==> src/rtl/fir_pkg.sv <==
// Shared types and width rules for the FIR multiply-accumulate engine.
package fir_pkg;

  typedef enum logic [1:0] {
    IDLE = 2'd0,
    MAC  = 2'd1,
    DONE = 2'd2
  } fir_state_t;

  // Accumulator wide enough that summing every tap can never overflow.
  function automatic int acc_width(input int data_bits, input int coeff_bits, input int taps);
    return data_bits + coeff_bits + $clog2(taps);
  endfunction

endpackage

==> src/rtl/fir_delay_line.sv <==
// Circular sample store: one synchronous write port, one combinational read port,
// cleared to zero on reset.
module fir_delay_line #(
  parameter int TAPS      = 64,
  parameter int DATA_BITS = 16,
  parameter int IDX_BITS  = $clog2(TAPS)
) (
  input  logic                        clk,
  input  logic                        rst_n,
  input  logic                        wr_en,
  input  logic [IDX_BITS-1:0]         wp,
  input  logic signed [DATA_BITS-1:0] wr_data,
  input  logic [IDX_BITS-1:0]         idx,
  output logic signed [DATA_BITS-1:0] rd_data
);

  logic signed [DATA_BITS-1:0] mem_r [TAPS];

  // Sample storage with full clear on reset.
  always_ff @(posedge clk or negedge rst_n) begin
    if (!rst_n) begin
      for (int i = 0; i < TAPS; i++) begin
        mem_r[i] <= '0;
      end
    end else if (wr_en) begin
      mem_r[wp] <= wr_data;
    end
  end

  assign rd_data = mem_r[idx];

endmodule

==> src/rtl/fir_mac_engine.sv <==
// Time-multiplexed FIR MAC: one sample in, NUMBER_OF_TAPS accumulate cycles,
// one full-precision result out over valid/ready.
module fir_mac_engine
  import fir_pkg::*;
#(
  parameter int NUMBER_OF_TAPS = 64,
  parameter int COEFF_BITS     = 16,
  parameter int DATA_BITS      = 16,
  localparam int COUNTER_BITS  = $clog2(NUMBER_OF_TAPS),
  localparam int ACC_BITS      = acc_width(DATA_BITS, COEFF_BITS, NUMBER_OF_TAPS)
) (
  input  logic                         clk,
  input  logic                         rst_n,
  input  logic                         in_valid,
  output logic                         in_ready,
  input  logic signed [DATA_BITS-1:0]  in_sample,
  output logic [COUNTER_BITS-1:0]      current_count,
  input  logic signed [COEFF_BITS-1:0] coeff,
  output logic                         out_valid,
  input  logic                         out_ready,
  output logic signed [ACC_BITS-1:0]   out_data,
  output logic                         busy
);

  localparam int PROD_BITS = DATA_BITS + COEFF_BITS;
  localparam logic [COUNTER_BITS-1:0] LAST_IDX  = COUNTER_BITS'(NUMBER_OF_TAPS - 1);
  localparam logic [COUNTER_BITS-1:0] TAPS_MOD  = COUNTER_BITS'(NUMBER_OF_TAPS);

  fir_state_t                  state_r;
  logic [COUNTER_BITS-1:0]     wp_r;
  logic [ACC_BITS-1:0]         acc_r;
  logic [COUNTER_BITS-1:0]     idx_s;
  logic signed [DATA_BITS-1:0] rd_sample_s;
  logic signed [PROD_BITS-1:0] prod_s;
  logic [ACC_BITS-1:0]         acc_next_s;
  logic                        wr_en_s;

  assign wr_en_s = (state_r == IDLE) && in_ready && in_valid;

  fir_delay_line #(
    .TAPS      (NUMBER_OF_TAPS),
    .DATA_BITS (DATA_BITS),
    .IDX_BITS  (COUNTER_BITS)
  ) u_delay_line (
    .clk     (clk),
    .rst_n   (rst_n),
    .wr_en   (wr_en_s),
    .wp      (wp_r),
    .wr_data (in_sample),
    .idx     (idx_s),
    .rd_data (rd_sample_s)
  );

  // Tap read index x[n-count]; the wrap branch is exact modulo 2^COUNTER_BITS
  // because the true result is always below NUMBER_OF_TAPS.
  always_comb begin
    idx_s = wp_r - current_count;
    if (wp_r >= current_count) begin
      idx_s = wp_r - current_count;
    end else begin
      idx_s = wp_r + TAPS_MOD - current_count;
    end
  end

  assign prod_s = $signed({{COEFF_BITS{rd_sample_s[DATA_BITS-1]}}, rd_sample_s}) *
                  $signed({{DATA_BITS{coeff[COEFF_BITS-1]}}, coeff});
  assign acc_next_s = acc_r + {{(ACC_BITS-PROD_BITS){prod_s[PROD_BITS-1]}}, prod_s};

  // Control FSM, tap counter, write pointer and accumulator with registered outputs.
  always_ff @(posedge clk or negedge rst_n) begin
    if (!rst_n) begin
      state_r       <= IDLE;
      wp_r          <= '0;
      acc_r         <= '0;
      current_count <= '0;
      in_ready      <= 1'b0;
      out_valid     <= 1'b0;
      out_data      <= '0;
      busy          <= 1'b0;
    end else begin
      case (state_r)
        IDLE: begin
          if (in_ready && in_valid) begin
            in_ready      <= 1'b0;
            busy          <= 1'b1;
            current_count <= '0;
            acc_r         <= '0;
            state_r       <= MAC;
          end else begin
            in_ready <= 1'b1;
          end
        end
        MAC: begin
          acc_r <= acc_next_s;
          if (current_count == LAST_IDX) begin
            out_data      <= acc_next_s;
            out_valid     <= 1'b1;
            current_count <= '0;
            state_r       <= DONE;
          end else begin
            current_count <= current_count + 1'b1;
          end
        end
        DONE: begin
          // wp moves only on acceptance so a stalled result never sees a new sample.
          if (out_ready) begin
            out_valid <= 1'b0;
            busy      <= 1'b0;
            in_ready  <= 1'b1;
            wp_r      <= (wp_r == LAST_IDX) ? '0 : wp_r + 1'b1;
            state_r   <= IDLE;
          end
        end
        default: begin
          state_r       <= IDLE;
          current_count <= '0;
          in_ready      <= 1'b0;
          out_valid     <= 1'b0;
          busy          <= 1'b0;
        end
      endcase
    end
  end

endmodule

==> config.mk <==
export PLATFORM = sky130hd
export DESIGN_NAME = fir_mac_engine
export DESIGN_NICKNAME = d
export VERILOG_FILES = /design/src/rtl/fir_pkg.sv /design/src/rtl/fir_delay_line.sv /design/src/rtl/fir_mac_engine.sv
export SDC_FILE = /design/constraint.sdc
export NUM_CORES = 2
export LEC_CHECK = 0
export ABC_AREA = 0
export ABC_CLOCK_PERIOD_IN_PS = 10540
export BUFFER_PORTS_ARGS = -buffer_cell sky130_fd_sc_hd__buf_2
export CAP_MARGIN = 20
export CORE_ASPECT_RATIO = 1.75
export CORE_MARGIN = 3
export CORE_UTILIZATION = 58
export CTS_CLUSTER_SIZE = 24
export DETAILED_ROUTE_END_ITERATION = 10
export GPL_TIMING_DRIVEN = 1
export PLACE_DENSITY_LB_ADDON = 0.08
export REMOVE_ABC_BUFFERS = 1
export SLEW_MARGIN = 5
export SYNTH_ARGS = -nofsm -noshare
export SYNTH_HDL_FRONTEND = slang
export SYNTH_HIERARCHICAL = 1
export SYNTH_SLANG_ARGS = --single-unit
==> constraint.sdc <==
create_clock -name clk -period 10.54 [get_ports clk]
set_input_delay 0.527 -clock clk [delete_from_list [all_inputs] [get_ports clk]]
set_output_delay 0.527 -clock clk [all_outputs]
set_load 0.05 [all_outputs]
# [Word-level counts from Yosys, hierarchy flattened]
# Index checks and enable logic that the tools add are counted.
[word_totals] register_bits=1117 output_inout_bits=47 word_cells=130
[op_classes] addsub=4 n_mul=1 n_lt_le_gt_ge=3 eq_ne=7 mux=24 bitwise=5 n_reduce_logical=14
[op_table] operator="bitwise mux 1024 bit" n=1
[op_table] operator="binary-select mux 16 bit (select 6 bit)" n=1
[op_table] operator="demux 16 bit (select 6 bit)" n=1
[op_table] operator="case mux 38 bit (2 select lines)" n=1
[op_table] operator="2-to-1 mux 16 bit" n=3
[op_table] operator="adder 38 bit" n=1
[op_table] operator="2-to-1 mux 38 bit" n=1
[op_table] operator="multiplier 16 x 16 -> 32 bit" n=1
[op_table] operator="2-to-1 mux 6 bit" n=3
[op_table] operator="case mux 6 bit (3 select lines)" n=1
[op_table] operator=">= comparator 7 bit (second input constant)" n=2
[op_table] operator="inverter 6 -> 7 bit" n=2
[op_table] operator="adder 6 x 1 -> 6 bit (second input constant)" n=2
[op_table] operator="== test 6 bit (second input constant)" n=2
[op_table] operator="AND reduction 2 bit" n=5
[op_table] operator="case mux 1 bit (3 select lines)" n=3
[op_table] operator="AND reduction 3 bit" n=3
[op_table] operator="less-than comparator 7 x 1 -> 1 bit (second input constant)" n=1
[op_table] operator="2-to-1 mux 2 bit" n=3
[op_table] operator="case mux 2 bit (3 select lines)" n=1
[op_table] operator="subtractor 6 bit" n=1
[op_table] operator="2-to-1 mux 1 bit" n=5
[op_table] operator="logical AND 1 bit" n=4
[op_table] operator="inequality test 2 bit (second input constant)" n=2
[op_table] operator="other kinds (6)" n=8

# [Depth between registers and ports, before layout]
[depth] ltp_word=8 ltp_mapped=48 depth_no_buf=44

# [By module]
# Netlist, hierarchy kept.
[modules_own_cells] mod="fir_delay_line" n_inst=1 cells_each=3024 area_each_um2=47122.7
[modules_own_cells] mod="fir_mac_engine" n_inst=1 cells_each=1696 area_each_um2=15488.6

# [Worst setup path before layout]
# OpenSTA, ideal clock, no wires.
[synth_timing] kind="register -> register" startpoint="register current_count[0]" endpoint="register acc_r[37]" setup_ps=125 t_arrival_ps=10517 path_slack_ps=-102 path_stages_with_launch=44 n_path_buf=4 synth_period_minus_slack_ps=10642 cell_sequence="dfrtp_1 ha_1 fa_1 inv_1 a21o_1 a21oi_1 xnor2_1 buf_2 buf_2 clkinv_1 clkbuf_1 nor3_1 o31ai_1 nor2_1 clkbuf_1 nand2_1 inv_1 fa_1 (+8 left out) inv_1 ha_1 a21o_1 a21o_1 a21oi_1 o21ai_1 a2111oi_1 nor2_1 a211oi_2 ha_1 a21o_1 a21o_1 a21o_1 a21o_1 a22o_1 a311oi_1 xnor2_1 o21ai_1"
[synth_via] elab_chain_len=8
[synth_lines] element="from (decl)" line_no="fir_mac_engine.sv:17" rtl="output logic [COUNTER_BITS-1:0] current_count,"
[synth_lines] element="from (signal assigned)" line_no="fir_mac_engine.sv:101" rtl="current_count <= current_count + 1'b1;"
[synth_lines] element="subtractor 6 bit" line_no="fir_mac_engine.sv:59, fir_mac_engine.sv:61"
[synth_lines] element="named net idx_s[4]" line_no="fir_mac_engine.sv:32" rtl="logic [COUNTER_BITS-1:0] idx_s;"
[synth_lines] element="inverter 6 -> 7 bit (not written as such)" line_no="fir_delay_line.sv:30" rtl="assign rd_data = mem_r[idx];"
[synth_lines] element="binary-select mux 16 bit (select 6 bit)" line_no="fir_delay_line.sv:30"
[synth_lines] element="2-to-1 mux 16 bit (not written as such) (2 in a row)" line_no="fir_delay_line.sv:30"
[synth_lines] element="named net rd_sample_s[15]" line_no="fir_mac_engine.sv:33" rtl="logic signed [DATA_BITS-1:0] rd_sample_s;"
[synth_lines] element="multiplier 16 x 16 -> 32 bit" line_no="fir_mac_engine.sv:65" rtl="assign prod_s = $signed({{COEFF_BITS{rd_sample_s[DATA_BITS-1]}}, rd_sample_s}) *"
[synth_lines] element="adder 38 bit" line_no="fir_mac_engine.sv:67" rtl="assign acc_next_s = acc_r + {{(ACC_BITS-PROD_BITS){prod_s[PROD_BITS-1]}}, prod_s};"
[synth_lines] element="case mux 38 bit (2 select lines)" line_no="fir_mac_engine.sv:81" rtl="case (state_r)"
[synth_lines] element="to (signal assigned)" line_no="fir_mac_engine.sv:94" rtl="acc_r <= acc_next_s;"
[synth_lines] element="to (decl)" line_no="fir_mac_engine.sv:31" rtl="logic [ACC_BITS-1:0] acc_r;"
# The timed path passes the listed nets, and every way through them passes these cells. The select of a mux whose other input is x is not followed.
# A chain may end at the register's enable or synchronous reset.

# [Worst setup path in the final report]
[layout_timing] startpoint="register current_count[0]" endpoint="register out_data[30]"
[layout_via] elab_chain_len=7
[layout_lines] element="subtractor 6 bit" line_no="fir_mac_engine.sv:59, fir_mac_engine.sv:61"
[layout_lines] element="named net idx_s[2]" line_no="fir_mac_engine.sv:32"
[layout_lines] element="inverter 6 -> 7 bit (not written as such)" line_no="fir_delay_line.sv:30"
[layout_lines] element="binary-select mux 16 bit (select 6 bit)" line_no="fir_delay_line.sv:30"
[layout_lines] element="2-to-1 mux 16 bit (not written as such) (2 in a row)" line_no="fir_delay_line.sv:30"
[layout_lines] element="named net rd_sample_s[5]" line_no="fir_mac_engine.sv:33"
[layout_lines] element="multiplier 16 x 16 -> 32 bit" line_no="fir_mac_engine.sv:65"
[layout_lines] element="adder 38 bit" line_no="fir_mac_engine.sv:67"
[layout_lines] element="to (signal assigned)" line_no="fir_mac_engine.sv:96" rtl="out_data <= acc_next_s;"
[layout_lines] element="to (decl)" line_no="fir_mac_engine.sv:21" rtl="output logic signed [ACC_BITS-1:0] out_data,"
# The timed path passes the listed nets, and every way through them passes these cells. The select of a mux whose other input is x is not followed.

==> impl_summary.txt <==
----------------------------------------------------
[STA]
  Final hold vios ... 0
  Peak clock frequency supported by timing ... 94.6 MHz
  Least setup slack across all paths after layout ... -0.0339 ns
  Setup repair after global routing missed its margin ... yes
  Final worst clock skew ... between 0.02 and 0.03 ns
  Period utilization ... 100%
  Setup-failing EPs final ... 2
  Relative slew margins ... approximately 23%
  Worst slew pin tran ... roughly 1.2 ns
  Final min period ... 10.57 ns
  Number of pins exceeding their max-slew limit in the final report ... 0

[Yosys]
  Portion of the post-synthesis area used by sequential elements ... about 45%
  Largest area contributor in the netlist ... sky130_fd_sc_hd__dfrtp_1
  Most numerous cell in the Yosys netlist ... sky130_fd_sc_hd__dfrtp_1
  #FFs+latches synth ... around 1100
  Number of synthesized flops with an enable pin ... 0
  Total number of yosys warnings ... 6
  Fraction of synthesis flops using an asynchronous set or reset pin ... 100%
  Top FF cell, synth ... sky130_fd_sc_hd__dfrtp_1
  Post-Synthesis Mean Instance Area ... roughly 13 um2
  Cells after Synth ... between 4000 and 5000
  Most common library cells after synthesis ... sky130_fd_sc_hd__dfrtp_1, sky130_fd_sc_hd__mux2_2, sky130_fd_sc_hd__inv_1
  Library cells used by synthesis ... roughly 80
  Dominant cells by area after synthesis ... sky130_fd_sc_hd__dfrtp_1, sky130_fd_sc_hd__mux2_2, sky130_fd_sc_hd__fa_1
  Post-Synthesis Cell Area ... ~63000 um2
  Yosys top cell area share ... approximately 45%

[Route]
  DR DRC count ... 0
  Iteration-0 DRC Markers ... 2567
  Via density per instance ... ~6.2
  Number of iterations in the first detailed-routing pass ... 5
  Detailed-route via count ... just over 40000
  Count of antenna-violating nets left after detailed routing ... 0
  Total wire length after detailed routing ... between 150 and 200 mm
  WL per Instance ... between 20 and 30 um

[Worst setup path]
  Category of cells accounting for the largest share of critical-path delay ... adder cells
  Sort of element at the start of the critical path ... flop
  Delay of the slowest cell on the worst path ... 0.73 ns
  Arrival time at the worst endpoint ... about 11 ns
  Logic depth of the worst setup path including buffers ... 43
  Worst endpoint required time ... roughly 11 ns
  Kind of end point of the critical path ... flop
  Reg2reg start ... current_count[0]$_DFFE_PN0P_
  Worst setup path class ... reg -> reg
  Cell with the largest stage delay on the worst path ... sky130_fd_sc_hd__fa_1
  Most Frequent Cell on Critical Path ... sky130_fd_sc_hd__a21o_1
  Setup crit end ... out_data[30]$_DFFE_PN0P_
  Maximum fanout encountered on the critical timing path ... 8
  Worst Path Buf+Inv ... 9
  Launching element of the worst setup path ... current_count[0]$_DFFE_PN0P_
  Cells on worst reg2reg path ... 43
  Terminus of the critical flop-to-flop path ... out_data[30]$_DFFE_PN0P_
  Flop2flop setup slack ... -0.03 ns

[CTS]
  Deepest level of the CTS H-tree ... 3
  Maximum number of buffers from clock root to sink ... 3
  Clock network latency to the later pin of the worst-skew pair ... roughly 0.73 ns
  Clock tree root driver cell ... sky130_fd_sc_hd__clkbuf_16
  Clock-pin slew on the worst setup and hold paths ... approximately 0.060 ns
  TritonCTS clock tree ... done
  TritonCTS buffer count ... between 100 and 150
  Total clock sinks ... around 1100

[Status]
  Failing checks ... setup timing
  Status ... finished, violations left

[Min path]
  Worst min-delay path class ... in -> reg

[Floorplanning]
  Effective utilization at floorplan ... 58.8%
  Area enclosed by the die boundary ... 112000 um2
  Number of I/O pins ... 83
  Number of standard-cell rows in the floorplan ... roughly 160
  Overall die width ... approximately 250 um
  Y dimension of the die ... roughly 440 um
  Core outline area ... about 110000 um2

[Placement]
  Count of buffers from port buffering ... slightly above 80
  Number of instances in the placed design ... about 6300
  DPL Wire Length ... approximately 130 mm
  Final Wtd Congestion ... 0.964

[GRT]
  Global-route wire length before repair ... 276 mm
  Largest net degree at the start of global routing ... between 150 and 200
  Leftover overflow at the end of global routing ... 0
  Vias in the first global route ... 44400
  Antenna violations before repair ... 6
  Global routing usage summed across all routing layers ... about a third

[Cells and area]
  Share of layout cells above drive strength 1 ... 48.2%
  Number of nets in the finished design ... about 5600
  Area growth from synthesis to final layout ... 17.6%
  Number of non-filler instances in the completed layout ... about 6600

[Flow run]
  Number of max-capacitance violations reported ... 0

----------------------------------------------------
## state kept, by name, indices dropped and copies added, names as in the netlist
name                cells
u_delay_line/mem_r   1024
acc_r                  38
out_data               38
current_count           6
wp_r                    6
state_r                 2
busy                    1
in_ready                1
out_valid               1
## worst min path at each step
stage,depth (start not counted),from,end
floorplan,0,rst_n,acc_r[0]$_DFFE_PN0P_
global placement,2,out_data[15]$_DFFE_PN0P_,out_data[15]$_DFFE_PN0P_
detailed placement,2,out_data[0]$_DFFE_PN0P_,out_data[0]$_DFFE_PN0P_
global route,3,out_ready,in_ready$_DFFE_PN0P_
finish,4,out_ready,state_r[1]$_DFFE_PN0P_
CTS,4,out_ready,state_r[1]$_DFFE_PN0P_
## worst reg2reg max path, delay by kind of cell (launching register included)
family / cells / cell delay [ns]
multiplexers: 2 / 0.56
XOR/XNOR: 2 / 0.41
adder cells (fa/ha/maj): 10 / 4.08
flip-flops: 1 / 0.41
AND/OR/NAND/NOR: 7 / 1.12
buffers and inverters: 9 / 1.11
AO/OA/AOI/OAI: 13 / 2.74
## repair_timing
| item | in CTS | in global routing |
|---|---|---|
| endpoints found under the setup margin | 36 | 38 |
| hold buffers | 1 | 0 |
| buffers inserted | 32 | 35 |
| endpoints found under the hold margin | 73 | 0 |
| resized for setup | 188 | 263 |
| pin swaps | 64 | 162 |
| gates cloned | 10 | 2 |
## stage by stage
step | hold WS, ns | util (%) | cell area [um2] | setup TNS (ns) | worst slack, ns
floorplan | 0.231 | - | 60800 | -921.20 | -13.92
global placement | 0.452 | 63.1 | 67300 | -12.79 | -0.652
detailed placement | 0.457 | 63.2 | 67400 | -13.73 | -0.688
CTS | 0.0906 | 67.8 | 72200 | -0.0453 | -0.0438
global route | 0.167 | 69.1 | 73600 | -3.74 | -0.364
finish | 0.143 | 69.1 | 73600 | -0.0407 | -0.0339
## cell usage in the layout (no fill, tap or decap), drive strengths merged, types with 57 or more instances in the layout
master	synthesis	layout
and2	127	127
nand2	302	302
a22oi	77	77
dfrtp	1117	1117
nand3	57	57
mux4	223	223
nor2	142	142
mux2	1100	1100
ha	128	128
buf	168	650
o21ai	57	57
fa	264	264
inv	313	315
clkbuf	174	152
## logic make-up after synthesis
group	after synthesis	share of synthesized area [%]
buffers and inverters	656	4.73
and+or+nand+nor	764	6.27
adders and majority gates	392	11.0
xor gates and xnor gates	74	1.04
muxes	1348	28.2
DFF	1117	44.6
AOI/OAI and AO/OA	369	4.12
## per-layer routing
metal  vias to the layer above  global-route usage [%]  wire, um
met3                       620                    6.14      9480
met5                         -                       0        31
li1                      17300                       -         -
met1                     21600                    35.4     61800
met4                         4                    27.0     17100
met2                      1320                    59.4     97000
## layout make-up
type,instances,area [um2]
antenna,3,7.51
clock buffer,150,2950
clock inverter,28,402
fill,7533,32900
inverter,314,1210
multi-input combinational,2947,33500
sequential,1117,28000
tap,1360,1700
timing repair buffer,654,5870
Power is left out: the tool's default activity adds up to more than one toggle a clock period on the data nets, which glitch-free logic cannot reach.
